**src/rtl/sr_latch_ctrl.sv**
```systemverilog
// rtl/sr_latch_ctrl.sv - round-robin sequencer for a gated SR latch bank; optional readback check: SR_LATCH_CTRL_VERIFY_EN
module sr_latch_ctrl #(
    parameter int NREQ  = 4,
    parameter int IDXW  = 3,
    parameter int PULSE = 2
) (
    input  logic                   clk,
    input  logic                   n_rst,
    input  logic [NREQ-1:0]        req,
    input  logic [NREQ-1:0]        op,
    input  logic [NREQ*IDXW-1:0]   idx,
    input  logic [(1<<IDXW)-1:0]   Q_fb,
    output logic [NREQ-1:0]        ack,
    output logic [(1<<IDXW)-1:0]   S,
    output logic [(1<<IDXW)-1:0]   R,
    output logic [(1<<IDXW)-1:0]   en,
    output logic                   busy,
    output logic                   err
);

    localparam int NFLAG = 1 << IDXW;
    localparam int PW    = (NREQ > 1) ? $clog2(NREQ) : 1;

    typedef enum logic [2:0] {
        ST_IDLE,
        ST_SETUP,
        ST_PULSE,
        ST_HOLD,
        ST_ACK
    } state_t;

    state_t            state_q, state_d;
    logic [3:0]        cnt_q, cnt_d;
    logic [PW-1:0]     gnt_q, gnt_d;
    logic [PW-1:0]     rr_q, rr_d;
    logic              cop_q, cop_d;
    logic [IDXW-1:0]   cidx_q, cidx_d;
    logic [NFLAG-1:0]  s_q, s_d;
    logic [NFLAG-1:0]  r_q, r_d;
    logic [NFLAG-1:0]  en_q, en_d;
    logic [NREQ-1:0]   ack_q, ack_d;
    logic              busy_q, busy_d;

    logic              found;
    logic [PW-1:0]     pick;
    logic [NFLAG-1:0]  sel_d;

    // Requester number base+off, wrapped modulo NREQ (works for non-power-of-two NREQ)
    function automatic logic [PW-1:0] rr_add(input logic [PW-1:0] base, input int off);
        int s;
        s = int'(base) + off;
        if (s >= NREQ) begin
            s = s - NREQ;
        end
        return PW'(s);
    endfunction

    // Round-robin search: first pending requester at or after rr_q
    always_comb begin
        found = 1'b0;
        pick  = '0;
        for (int i = 0; i < NREQ; i++) begin
            if (!found && req[rr_add(rr_q, i)]) begin
                found = 1'b1;
                pick  = rr_add(rr_q, i);
            end
        end
    end

    // Next-state logic; outputs are derived from the next state so they leave flops
    always_comb begin
        state_d = state_q;
        cnt_d   = cnt_q;
        gnt_d   = gnt_q;
        rr_d    = rr_q;
        cop_d   = cop_q;
        cidx_d  = cidx_q;

        case (state_q)
            ST_IDLE: begin
                if (found) begin
                    gnt_d   = pick;
                    cop_d   = op[pick];
                    cidx_d  = idx[int'(pick)*IDXW +: IDXW];
                    state_d = ST_SETUP;
                end
            end
            ST_SETUP: begin
                cnt_d   = 4'd0;
                state_d = ST_PULSE;
            end
            ST_PULSE: begin
                if (cnt_q == 4'(PULSE - 1)) begin
                    state_d = ST_HOLD;
                end else begin
                    cnt_d = cnt_q + 4'd1;
                end
            end
            ST_HOLD: begin
                state_d = ST_ACK;
            end
            ST_ACK: begin
                rr_d    = rr_add(gnt_q, 1);
                state_d = ST_IDLE;
            end
            default: begin
                state_d = ST_IDLE;
            end
        endcase

        // S/R span SETUP..HOLD so they bracket the en pulse on both sides
        sel_d  = NFLAG'(1) << cidx_d;
        s_d    = '0;
        r_d    = '0;
        en_d   = '0;
        ack_d  = '0;
        busy_d = (state_d != ST_IDLE);
        if (state_d == ST_SETUP || state_d == ST_PULSE || state_d == ST_HOLD) begin
            s_d = cop_d ? sel_d : '0;
            r_d = cop_d ? '0 : sel_d;
        end
        if (state_d == ST_PULSE) begin
            en_d = sel_d;
        end
        if (state_d == ST_ACK) begin
            ack_d = NREQ'(1) << gnt_d;
        end
    end

    // State, command capture and registered outputs; reset clears the bank drive at once
    always_ff @(posedge clk or negedge n_rst) begin
        if (!n_rst) begin
            state_q <= ST_IDLE;
            cnt_q   <= '0;
            gnt_q   <= '0;
            rr_q    <= '0;
            cop_q   <= 1'b0;
            cidx_q  <= '0;
            s_q     <= '0;
            r_q     <= '0;
            en_q    <= '0;
            ack_q   <= '0;
            busy_q  <= 1'b0;
        end else begin
            state_q <= state_d;
            cnt_q   <= cnt_d;
            gnt_q   <= gnt_d;
            rr_q    <= rr_d;
            cop_q   <= cop_d;
            cidx_q  <= cidx_d;
            s_q     <= s_d;
            r_q     <= r_d;
            en_q    <= en_d;
            ack_q   <= ack_d;
            busy_q  <= busy_d;
        end
    end

    assign S    = s_q;
    assign R    = r_q;
    assign en   = en_q;
    assign ack  = ack_q;
    assign busy = busy_q;

`ifdef SR_LATCH_CTRL_VERIFY_EN
    logic err_q, err_d;

    // Readback in HOLD: latch must already show the commanded value; flag is sticky
    always_comb begin
        err_d = err_q;
        if (state_q == ST_HOLD && (Q_fb[cidx_q] != cop_q)) begin
            err_d = 1'b1;
        end
    end

    // Sticky error register, cleared only by reset
    always_ff @(posedge clk or negedge n_rst) begin
        if (!n_rst) begin
            err_q <= 1'b0;
        end else begin
            err_q <= err_d;
        end
    end

    assign err = err_q;
`else
    logic unused_q_fb;
    assign unused_q_fb = ^Q_fb;
    assign err         = 1'b0;
`endif

endmodule
```
**config.mk**
```make
export PLATFORM = sky130hd
export DESIGN_NAME = sr_latch_ctrl
export DESIGN_NICKNAME = d
export VERILOG_FILES = /design/src/rtl/sr_latch_ctrl.sv
export SDC_FILE = /design/constraint.sdc
export NUM_CORES = 1
export LEC_CHECK = 0
export CAP_MARGIN = 20
export CORE_MARGIN = 5
export CORE_UTILIZATION = 40
export CTS_BUF_LIST = sky130_fd_sc_hd__clkbuf_8
export CTS_CLUSTER_DIAMETER = 80
export DETAILED_ROUTE_END_ITERATION = 8
export PLACE_DENSITY = 0.73
export SLEW_MARGIN = 25
export SYNTH_ARGS = -nofsm -noshare
export SYNTH_HDL_FRONTEND = slang
export SYNTH_SLANG_ARGS = --single-unit
```
**constraint.sdc**
```tcl
create_clock -name clk -period 2.9 [get_ports clk]
set_input_delay 0.435 -clock clk [delete_from_list [all_inputs] [get_ports clk]]
set_output_delay 0.435 -clock clk [all_outputs]
set_load 0.005 [all_outputs]
```
# Yosys cells after proc, flatten, opt, wreduce, memory -nomap -nowiden
# Cells that the tools add are included.
[word_totals]
register_bits = 44
input_bits = 30
out_inout_bits = 30
wordCells = 97
[op_classes]
addsub = 10
mul = 1
magnitude_cmp = 10
eq_ne = 10
shifts = 3
muxes = 40
n_reduce_logical = 12
[ops]
columns = ["operator", "n"]
rows = [
  ["$mux 8", 5],
  ["$mux 2", 11],
  ["$lt 2x3->1 const B", 5],
  ["$eq 3x2->1 const B", 4],
  ["$ge 3x3->1 const B", 4],
  ["$mux 3", 4],
  ["$pmux 3 s4", 1],
  ["$shiftx 12x5->3", 1],
  ["$mux 1", 11],
  ["$bmux 1 s2", 5],
  ["$sub 2x1->2 const B", 5],
  ["$mux 4", 2],
  ["$pmux 4 s2", 1],
  ["$shl 1x3->8 const A", 1],
  ["$add 2x1->3 const B", 2],
  ["$add 2x2->3 const B", 2],
  ["$eq 3x1->1 const B", 2],
  ["$eq 3x3->1 const B", 2],
  ["$add 4x1->4 const B", 1],
  ["$eq 4x1->1 const B", 1],
  ["$mul 2x2->4 const B", 1],
  ["$shl 1x2->4 const A", 1],
  ["$ge 2x3->1 const B", 1],
  ["$logic_and 1x1->1", 3],
  ["7 further kinds", 10],
]

# Depth between registers and ports, before layout
# Gate-level depths: netlist (run 1).
[logic_depth]
word_depth = 21
depth_mapped = 10
depth_no_buf = 8

# Worst setup path after synthesis (run 1)
# No wires, ideal clock.
[synth_timing]
path_type = "register to register"
from = "register state_q[0]"
to = "register r_q[3] (netlist: R[3])"
t_arrival_ns = 2.055
path_slack_ns = 0.744
path_stages_with_launch = 9
n_path_buf = 3
period_less_slack_ns = 2.156
cell_sequence = "dfrtp_1 -> or2_0 -> clkbuf_1 -> or3_1 -> buf_2 -> a31o_4 -> o221a_2 -> buf_2 -> nor4_1"
[synth_via]
elab_chain_len = 6
word_cells_on_any_way = 17
[synth_lines]
columns = ["element", "line", "source"]
rows = [
  ["start, declared", "32", "state_t state_q, state_d;"],
  ["start signal, assigned", "145", "state_q <= state_d;"],
  ["$eq 3x2->1 (tied with other cells)", "79", "case (state_q)"],
  ["$pmux 3 s4", "79", ""],
  ["$eq 3x1->1 or $eq 3x2->1 (tied branches)", "118", "if (state_d == ST_SETUP || state_d == ST_PULSE || state_d == ST_HOLD) begin"],
  ["$logic_or 1x1->1 (2 in a row)", "118", ""],
  ["$mux 8 (*)", "118", ""],
  ["named net r_d[3]", "39", "logic [NFLAG-1:0] r_q, r_d;"],
  ["end signal, assigned", "152", "r_q <= r_d;"],
  ["end, declared", "39", ""],
]
# Mark *: on every way through the listed nets, which the timed path passes. The rest lies on a longest branch.
# A chain may end at the register's enable or synchronous reset.

# Worst setup path after layout (run 1)
[layout_timing]
from = "input port req[3]"
to = "register r_q[7] (netlist: R[7])"
[layout_via]
word_cells_on_any_way = 40
[layout_rtl]
columns = ["element", "line", "source"]
rows = [
  ["start, declared", "9", "input logic [NREQ-1:0] req,"],
  ["$bmux 1 s2", "63", "if (!found && req[rr_add(rr_q, i)]) begin"],
  ["$mux 1 (not written as such)", "63", ""],
  ["$mux 1", "63", ""],
  ["$logic_not 1->1", "63", ""],
  ["$logic_and 1x1->1", "63", ""],
  ["$mux 1", "63", ""],
  ["$logic_not 1->1", "63", ""],
  ["$logic_and 1x1->1", "63", ""],
  ["[... 4 more ...]", "n/a", ""],
  ["$bmux 1 s2", "83", "cop_d = op[pick];"],
  ["$mux 1 (not written as such)", "83", ""],
  ["$mux 1 (*)", "81", "if (found) begin"],
  ["$mux 1 (*)", "79", ""],
  ["named net cop_d", "36", "logic cop_q, cop_d;"],
  ["$mux 8 (*)", "120", "r_d = cop_d ? '0 : sel_d;"],
  ["$mux 8 (*)", "118", ""],
  ["named net r_d[7]", "39", ""],
]
# Mark *: on every way through the listed nets, which the timed path passes. The rest lies on a longest branch. The select of a mux whose other input is x is not followed.

==> out/qor.yml, run 1 <==
global_routing:
  antenna_found_initial: 0
  grt_pass1_vias: 1622
  track_usage: 0.156
  grt_max_degree: 45
  grt_pass1_wl_um: 7790
  grt_overflow: 0
die:
  start_util: 0.417
  ios: 60
  dieArea_mm2: 0.00646
  die_height_um: 80.4
  fp.coreArea_mm2: 0.00475
  dieWidth_um: 80.4
  num_rows: 25
yosys:
  synth_area_leaders: "dfrtp_1 (56%), nor4_1 (5.7%), o21ai_0 (3.5%), a21oi_1 (3.0%), nor2_1 (2.8%)"
  synth.distinct_cells: 46
  syn_nets: 223
  netlist_area_mm2: 0.00198
  synth_top_cell_area_share: 0.556
  netlist_top_cells_count: "dfrtp_1 (44), nor4_1 (18), nor2_1 (15), o21ai_0 (14), nand2_1 (13)"
  yosysMostFrequentCell: "dfrtp_1"
  synth_seq_area_share: 0.556
  synth_top_cell_by_area: "dfrtp_1"
  syn_area_per_cell_um2: 10.4
  async_flop_share: 1.00
  yosys_warnings: 0
  synth_cells: 191
  synth.ff_latch_count: 44
  synth_edf_count: 0
  synth_flop_cell: "dfrtp_1"
finish:
  fin_nets: 277
  area_growth_pct: 33.4
  drive_gt1_frac: 0.106
  finish.instance_area_mm2: 0.00264
  n_antenna_cell: 0
  fin_cells: 312
  final_util: 0.556
critical_path:
  crit_type: "in2reg"
  worstReg2RegStart: "rr_q[1]$_DFFE_PN0N_"
  arrival_ps: 2830
  start_kind: "input pin"
  worstRegToRegCells: 6
  worst-endpoint-required_ps: 3070
  cp_max_fo: 9
  rrSetupSlack_ps: 480
  critPathCaptureType: "register"
  rr_endpoint: "R[7]$_DFF_PN0_"
route:
  drt_iter0_drc: 99
  wl_per_cell_um: 15.3
  routed-via-count: 1640
  routed_wl_um: 4780
  routed_via_density: 5.26
  firstDrtPassIters: 4
  drc_errors: 0
  ant_nets: 0
clock_tree:
  cts_root_buffer: "clkbuf_8"
  htree_levels: 2
  clk_latency_ps: 300
  holdBufCountCts: 0
  cts_buffers: 5
  clk_pin_slew_ps: 80
  cts_tree: "yes"
  clock_path_buffers: 2
  numClockSinks: 44
  cts_post_setup_buffers_inserted: 0
  cts_resized: 0
timing:
  setup_slack_ps: 237
  hold_viol_final: 0
  worst_pin_slew_ps: 543
  fin_crit_ps: 2660
  relSlewSlack: 0.638
  fmax_mhz: 375
  setup-violations-final: 0
  rsz0062_at_grt: "false"
  finClkSkew_ps: 6.49
  fin_setup_tns_ps: 0
  slew_viol_final: 0
  period_share: 0.918
  whs_ps: 113
placement:
  dp.cells: 305
  dpl_worst_slack_ps: -42.4
  dp.final_hpwl_um: 3450
  portBuffers: 50
  gp_congestion: 0.798
  dpl_cell_area_mm2: 0.00256
power:
  p_leak_nw: 1.12
  power_mw: 2.71
  vdd_drop_max_mv: 0.385
  power.density_mw_per_mm2: 1030
min_path:
  hp-class: "in2async"
status:
  status: "completed"
job:
  max_cap_violations: 0
## per-layer routing
layer	vias up	GRT usage	wire (um)
met2	43	0.261	2370
met3	7	0.0314	254
met5	-	0	0
li1	805	-	-
met4	0	0.0507	73
met1	785	0.202	2080
## kinds of logic after synthesis
group,after synthesis,synth area share
and+or+nand+nor,78,0.210
DFF,44,0.556
AOI/OAI and AO/OA,43,0.147
buffers and inverters,16,0.0385
muxes,5,0.0259
adders and majority gates,2,0.0126
xor gates and xnor gates,2,0.00885
other,1,0.00189
## cell usage in the layout, fill, tap and decap left out, types with 2 or more instances in the layout
cell             netlist  routed
o31ai_1                2       2
inv_1                  4       4
clkbuf_8               0       5
buf_4                  1       8
o21ai_0               14      14
a21oi_1               12      12
nor3_1                10      10
nand2b_1               3       3
nand3b_1               3       3
nand2_1               13      13
mux2i_1                4       4
a21o_1                 2       2
a31oi_1                2       2
dfrtp_1               44      44
clkdlybuf4s50_1        0      49
nor4_1                18      18
ha_1                   2       2
nand3_1                6       6
nor2_1                15      15
inv_2                  2       2
## area by class of cell
| class | count | area (um2) |
|---|---|---|
| clock buffers | 5 | 68.8 |
| multi-input cells | 131 | 803 |
| clock inverters | 2 | 12.5 |
| repair buffers | 57 | 551 |
| well taps | 67 | 83.8 |
| flip-flops and latches | 44 | 1100 |
| fillers | 434 | 2110 |
| inverters | 6 | 22.5 |
## worst max path at each step
stage,start,cells after the start,slack [ps],endpoint
finish,req[3],8,240,R[7]$_DFF_PN0_
global route,req[3],8,60,R[7]$_DFF_PN0_
CTS,req[3],8,250,R[7]$_DFF_PN0_
detailed placement,req[3],8,-40,R[7]$_DFF_PN0_
global placement,req[3],8,90,R[0]$_DFF_PN0_
floorplan,state_q[0]$_DFF_PN0_,8,740,R[3]$_DFF_PN0_
## sequential cells by signal (all words and copies together) (netlist names), 3 cells and up
name     cells
cnt_q        4
ack          4
S            8
state_q      3
en           8
cidx_q       3
R            8
## report_power, final
part | internal (mW) | switching (mW)
combinational | 0.598 | 0.797
clock | 0.163 | 0.207
sequential | 0.817 | 0.132
## worst max-delay path: stages
cell and delay [ps]:
clkdlybuf4s50_1 530, nor4_1 440, nor3_1 170, nand4_1 210
a21oi_1 100, a211oi_4 390, inv_2 170, nor4_1 380
Note: power is estimated with default switching activity, not from simulation.
==> run 2: changes to the inputs <==
--- a/config.mk
+++ b/config.mk
@@ -11,7 +11,8 @@
 export CTS_BUF_LIST = sky130_fd_sc_hd__clkbuf_8
 export CTS_CLUSTER_DIAMETER = 80
 export DETAILED_ROUTE_END_ITERATION = 8
-export PLACE_DENSITY = 0.73
+export DONT_BUFFER_PORTS = 1
+export PLACE_DENSITY = 0.57
 export SLEW_MARGIN = 25
 export SYNTH_ARGS = -nofsm -noshare
 export SYNTH_HDL_FRONTEND = slang
==> constraint.sdc (replaced) <==
create_clock -name clk -period 2.7 [get_ports clk]
set_input_delay 0.405 -clock clk [delete_from_list [all_inputs] [get_ports clk]]
set_output_delay 0.405 -clock clk [all_outputs]
set_load 0.005 [all_outputs]
==> out/qor.yml, run 2 (synthesis results as in run 1) <==
timing:
  fin_crit_ps: 2540
  setup_slack_ps: 156
  hold_viol_final: 0
  fmax_mhz: 393
  setup-violations-final: 0
  relSlewSlack: 0.663
  worst_pin_slew_ps: 501
  finClkSkew_ps: 8.84
  period_share: 0.942
  slew_viol_final: 0
  rsz0062_at_grt: "false"
  fin_setup_tns_ps: 0
die:
  fp.coreArea_mm2: 0.00475
  start_util: 0.417
  die_height_um: 80.4
  ios: 60
  dieArea_mm2: 0.00646
  dieWidth_um: 80.4
  num_rows: 25
finish:
  fin_nets: 224
  mostFrequentLayoutCell: "dfrtp_1"
  nFillCells: 465
  area_growth_pct: 10.7
  multi_input_area_um2: 820
  final_cell_mix: "dfrtp_1 (44), nor4_1 (18), nor2_1 (15)"
  final_util: 0.461
  seqCellArea_mm2: 0.00110
  drive_gt1_frac: 0.130
  finish.instance_area_mm2: 0.00219
  n_antenna_cell: 0
route:
  drc_errors: 0
  firstDrtPassIters: 4
  routed_wl_um: 4190
  routed_via_density: 5.46
  routed-via-count: 1419
  drt_iter0_drc: 84
  ant_nets: 0
  wl_per_cell_um: 16.1
global_routing:
  grt_use_met2: 0.219
  use_met3: 0.0572
  grt_util_met1: 0.174
  antenna_found_initial: 0
  grt_pass1_wl_um: 6820
  grt_max_degree: 45
  grt_overflow: 0
  grt-busiest-layer: "met2"
  track_usage: 0.139
  grt_pass1_vias: 1399
power:
  p_leak_nw: 0.952
  vdd_drop_max_mv: 0.409
  power.density_mw_per_mm2: 1250
critical_path:
  worstRegToRegCells: 7
  rr_endpoint: "S[1]$_DFF_PN0_"
  slowest_stage: "or3_1"
  endpoint: "S[1]$_DFF_PN0_"
  crit_start: "state_q[2]$_DFF_PN0_"
  cp_num_cells: 7
  crit_type: "reg2reg"
  critical-path-top-delay-family: "simple AND/OR/NAND/NOR gates"
  start_kind: "register"
  arrival_ps: 2720
  worst-endpoint-required_ps: 2880
  worstReg2RegStart: "state_q[2]$_DFF_PN0_"
  cp_cell_sequence: "or2_0, or3_1, a31o_4, a21oi_2, a221o_2, inv_2, nor4_1"
  critPathCaptureType: "register"
  cpPeakStageDelay_ps: 490
  cp_max_fo: 13
  rrSetupSlack_ps: 160
  critPathBufInv: 1
placement:
  portBuffers: 0
  dpl_cell_area_mm2: 0.00203
  dp.final_hpwl_um: 3070
  gp_congestion: 0.820
  dpl_worst_slack_ps: 205
clock_tree:
  clk_pin_slew_ps: 80
  cts_post_setup_buffers_inserted: 0
  clock_path_buffers: 2
  cts_tree: "yes"
  numClockSinks: 44
  cts_root_buffer: "clkbuf_8"
  clk_latency_ps: 290
  cts_buffers: 5
  htree_levels: 2
job:
  max_cap_violations: 0
min_path:
  hp-class: "in2reg"
status:
  status: "completed"
[run 2: layer usage]
metal	part of all wire	routed length (um)
met1	0.44	1860
met2	0.46	1940
met3	0.080	337
met4	0.014	57
met5	0	0
[run 2: layout make-up]
class | count | share of cell area
clock buffers | 6 | 0.0376
flip-flops and latches | 44 | 0.502
well taps | 67 | 0.0382
clock inverters | 2 | 0.0177
multi-input cells | 131 | 0.374
inverters | 6 | 0.0103
repair buffers | 4 | 0.0205
[run 2: worst register-to-register path: stages (launching register included)]
cell     delay (ps)
dfrtp_1         380
or2_0           320
or3_1           490
a31o_4          280
a21oi_2         110
a221o_2         340
inv_2           190
nor4_1          350
[run 2: what timing repair did]
item | 4_1_cts | 5_1_grt
hold endpoints to repair | 44 | 0
hold buffers | 2 | 0
endpoints found under the setup margin | 0 | 10
gates resized for setup | 0 | 3
[run 2: power by group]
part           internal [mW]  leakage (nW)  total [mW]  switching [mW]
Combinational          0.384         0.307        1.16           0.781
Clock                  0.302        0.0614       0.517           0.215
Sequential             0.879         0.584        1.05           0.172
[run 2: worst min path at each step]
| stage | startpoint | to | slack, ps | depth (start not counted) |
|---|---|---|---|---|
| after floorplan | n_rst | R[0]$_DFF_PN0_ | 110 | 0 |
| after global placement | n_rst | en[0]$_DFF_PN0_ | 110 | 0 |
| after detailed placement | n_rst | cnt_q[3]$_DFFE_PN0P_ | 110 | 0 |
| after CTS | req[1] | state_q[0]$_DFF_PN0_ | 410 | 4 |
| after global routing | req[1] | state_q[0]$_DFF_PN0_ | 420 | 4 |
| final | req[1] | state_q[0]$_DFF_PN0_ | 420 | 4 |
[run 2: metrics by stage]
stage	hold slack, ps	cells	power, mW
finish	422	260	2.73
global route	422	260	2.97
CTS	412	260	2.75
detailed placement	112	250	2.20
global placement	112	250	2.17
floorplan	109	191	1.97
